### src/rtl/sync_s2f_simple.sv
`default_nettype none
// ============================================================================
// Module      : sync_s2f_simple
// Description : Slow-to-fast clock-domain crossing for a data word plus a
//               "set" strobe. The strobe is synchronised into fast_clk. Its
//               rising edge captures slow_data into fast_data and produces a
//               single-cycle fast_data_set pulse.
// Revision    : 1.0 - initial release
// ============================================================================
module sync_s2f_simple #(
  parameter int DATA_WIDTH  = 16,
  parameter int SYNC_STAGES = 2
) (
  input  logic                  fast_clk,
  input  logic                  fast_rst,
  input  logic [DATA_WIDTH-1:0] slow_data,
  input  logic                  slow_data_set,
  output logic [DATA_WIDTH-1:0] fast_data,
  output logic                  fast_data_set
);

  // Synchroniser chain: r_sync[0] is the metastability-catching flop and
  // r_sync[SYNC_STAGES-1] is the first stable copy. Nothing but wiring
  // is allowed between these flops.
  (* ASYNC_REG = "TRUE", dont_touch = "true" *)
  logic [SYNC_STAGES-1:0] r_sync;

  // History of the synchronised strobe, used only for rising-edge detection.
  logic                   r_hist;

  // Rising edge of the synchronised strobe; a held-high strobe only yields
  // one edge, and a falling edge yields none.
  logic                   w_edge;

  assign w_edge = r_sync[SYNC_STAGES-1] & ~r_hist;

  // Shift the strobe through the synchroniser and record its last value.
  always_ff @(posedge fast_clk) begin
    if (!fast_rst) begin
      r_sync <= '0;
      r_hist <= 1'b0;
    end else begin
      r_sync <= {r_sync[SYNC_STAGES-2:0], slow_data_set};
      r_hist <= r_sync[SYNC_STAGES-1];
    end
  end

  // Capture the (source-held stable) data word on the edge cycle and flag it.
  always_ff @(posedge fast_clk) begin
    if (!fast_rst) begin
      fast_data     <= '0;
      fast_data_set <= 1'b0;
    end else begin
      fast_data_set <= w_edge;
      if (w_edge) begin
        fast_data <= slow_data;
      end
    end
  end

endmodule
`default_nettype wire

### config.mk
export PLATFORM = sky130hd
export DESIGN_NAME = sync_s2f_simple
export DESIGN_NICKNAME = d
export VERILOG_FILES = /design/src/rtl/sync_s2f_simple.sv
export SDC_FILE = /design/constraint.sdc
export NUM_CORES = 1
export LEC_CHECK = 0
export BUFFER_PORTS_ARGS = -buffer_cell sky130_fd_sc_hd__buf_2
export CORE_MARGIN = 5
export CORE_UTILIZATION = 47
export CTS_BUF_LIST = sky130_fd_sc_hd__clkbuf_8
export DETAILED_ROUTE_END_ITERATION = 10
export HOLD_SLACK_MARGIN = 0.03
export PLACE_DENSITY = 0.8
export SLEW_MARGIN = 20
export SYNTH_ARGS = -nofsm -noshare
export SYNTH_HDL_FRONTEND = slang
export SYNTH_SLANG_ARGS = --single-unit
### constraint.sdc
create_clock -name fast_clk -period 1.3 [get_ports fast_clk]
set_input_delay 0.39 -clock fast_clk [delete_from_list [all_inputs] [get_ports fast_clk]]
set_output_delay 0.39 -clock fast_clk [all_outputs]
set_load 0.01 [all_outputs]
### Yosys cells after proc, flatten, opt, wreduce, memory -nomap -nowiden

Cells that the tools add are included.

* ROM bits: 0
* register bits after elaboration: 20
* bits in writable memories: 0
* memories: 0
* latch bits: 0
* input bits: 19

* order comparisons: 0
* eq/ne operators: 0
* reduce and logical (&&, ||, !) cells: 0
* shift-type cells: 0
* multiply operators: 0
* multiplexer cells: 0
* $add $sub $neg: 0
* bitwise operators: 2
* divide/modulo/power cells: 0

Operators with widths (count)
* $and A1 B1 Y1: 1
* $not A1 Y1: 1

### Longest topological paths before layout

* depth after elaboration: 2
* depth in mapped cells: 4

### Worst setup path after synthesis

OpenSTA, ideal clock, no wires.

* path kind: in2reg
* start: input port fast_rst
* end: register r_hist
* buffers on the path: 2
* path slack: 0.327 ns
* arrival: 0.857 ns
* setup time: 0.116 ns
* stages: 3
* cells stage by stage: buf_4 buf_2 and2_2

RTL lines
* start, declared: RTL line 15 `input logic fast_rst,`
* end signal, assigned: RTL line 44 `r_hist <= r_sync[SYNC_STAGES-1];`
* end, declared: RTL line 29 `logic r_hist;`

No word-level cell between the ends.

### Worst setup path after layout

* start: register fast_data[10]
* end: output port fast_data[10]

RTL lines
* start, declared: RTL line 18 `output logic [DATA_WIDTH-1:0] fast_data,`
* start signal, assigned: RTL line 56 `fast_data <= slow_data;`

No word-level cell between the ends.

==> results_dict.tcl <==
set metrics [dict create \
    ys_ff_latch 20 \
    worstSkewPairLatency_ps 250 \
    cts_num_sinks 20 \
    clkSlewWorstSetupHoldPaths_ps 70 \
    worst_pin_slew_ps 119 \
    dp.cells 128 \
    vias 626 \
    synth_nets 98 \
    skew_ps 1.40 \
    cts-root-buf "clkbuf_8" \
    synth.distinct_cells 10 \
    final-hold-violation-count 0 \
    drt-initial-drc-count 9 \
    cts_max_path_buffers 2 \
    cts_buffers 3 \
    track_usage_pct 13.1 \
    ys_warn_count 0 \
    synth_top_area_share_pct 51.6 \
    io_buffers 35 \
    ir_drop_mv 0.780 \
    cp_slowest_cell "dfxtp_1" \
    first_pass_iters 3 \
    r2r-start "r_sync[1]$_SDFF_PN0_" \
    setup_tns_ps 0 \
    yosysSeqAreaShare_pct 51.6 \
    syn_area_um2 776 \
    grt_start_max_net_pins 15 \
    worst-path-max-fanout 2 \
    place_ws_ps 226 \
    syn_to_final_growth_pct 27.4 \
    h-tree-depth 1 \
    p_leak_uw 0.000479 \
    path_cells "buf_2" \
    pin_count 36 \
    post_layout_nonfiller_instances 131 \
    power_uw 1150 \
    dp_hpwl_um 1140 \
    startpoint_type "flip-flop" \
    grt_pass1_wl_um 2570 \
    start_util_pct 50.3 \
    n_fill_cell 132 \
    antenna_left 0 \
    min_period_ps 1110 \
    synth_area_per_cell_um2 9.82 \
    critPathArrivalTime_ps 720 \
    crit_path_end_kind "primary output" \
    final_layout_size_suffix_gt1_share_pct 39.1 \
    setup_viol 0 \
    slew_viol_final 0 \
    antenna_found_initial 0 \
    period_share_pct 85.2 \
    cp_num_buf_inv 1 \
    grt-ovfl-total 0 \
    pwr_density_cell_nw_per_um2 1160 \
    rsz0062_at_grt "no" \
    fp.coreArea_um2 1540 \
    fin_ws_ps 193 \
    hp-class "in2reg" \
    slew_headroom_pct 91.8 \
    place.gp.congestion 0.655 \
    max_freq_mhz 903 \
    path_class "reg2out" \
    holdBufCountCts 0 \
    post-synth-top-area-cell "dfxtp_1" \
    rows 14 \
    synthTopCellsByArea "dfxtp_1 (52%), mux2i_1 (21%), nand2_1 (15%)" \
    cts.repair.resized 0 \
    dieArea_um2 2560 \
    cp_slowest_stage_delay_ps 330 \
    layout_common_cells "buf_2 (35), nand2_1 (32), dfxtp_1 (20)" \
    n_antenna_cell 0 \
    drc 0 \
    postSynthCellCount 79 \
    critPathRequiredTime_ps 910 \
    final_nets 136 \
    cts_setup_buffers 0 \
    run_status "completed" \
    via_per_inst 4.78 \
    die_w_um 50.6 \
    postLayoutCoreUtil_pct 64.1 \
    cp_top_family "flip-flops" \
    wire_per_inst_um 11.7 \
    grt_pass1_vias 628 \
    layout_commonest_cell "buf_2" \
    crit_start "fast_data[10]$_SDFFE_PN0P_" \
    cap_violations 0 \
    cts_tree "built" \
    holdCritStartpoint "slow_data_set" \
    die_h_um 50.6 \
    routed_wl_um 1530 \
]
==> registers in the layout, summed over array words and instances, names as in the netlist <==
| register | count |
|---|---|
| fast_data | 16 |
| r_sync | 2 |
| r_hist | 1 |
| fast_data_set | 1 |
==> cell usage after synthesis <==
master   count
buf_6        1
nor2b_4      1
buf_12       1
dfxtp_1     20
and2_1       2
and2_2       2
nand2_1     32
mux2i_1     16
buf_2        3
buf_4        1
==> final cells by class <==
class	instances	area [um^2]	share of cell area (%)
multi-input combinational	53	322	32.5
clock buffer	3	41.3	4.18
sequential	20	400	40.5
timing repair buffer	39	205	20.8
tap	16	20.0	2.03
==> path summary, 6_finish.rpt <==
path | slack [ps] | cells past startpoint | to
setup / recovery | 190 | 1 | fast_data[10]
hold / removal | 350 | 2 | r_sync[0]$_SDFF_PN0_
setup reg to reg | 340 | 3 | fast_data[13]$_SDFFE_PN0P_
hold reg to reg | 440 | 1 | r_sync[1]$_SDFF_PN0_
==> stage by stage <==
stage / area, um^2 / hold slack, ps
final: 988 / 354
after detailed placement: 947 / 425
after global routing: 988 / 366
after floorplan: 776 / 412
after CTS: 988 / 347
after global placement: 947 / 415
==> layer usage <==
metal  global-route usage, %  vias up  share of wire [%]
met5                       0        -                  0
met1                    12.7      283                 39
li1                        -      320                  -
met4                    7.66        0                1.4
met3                    4.73        4                7.0
met2                    23.3       19                 52
==> cell families (layout without fill, tap and decap cells) <==
group	Yosys count	count (layout)	synth area share, %
simple gates	37	37	20.8
flops	20	20	51.6
mux	16	16	20.6
buf+inv	6	42	6.94
==> power breakdown <==
part | switching [uW] | internal (uW) | leakage (uW) | total (uW)
Clock | 179 | 206 | 0.0000216 | 385
Combinational | 60.2 | 61.2 | 0.000295 | 121
Sequential | 9.43 | 635 | 0.000163 | 644
(Power assumes the default switching activity.)
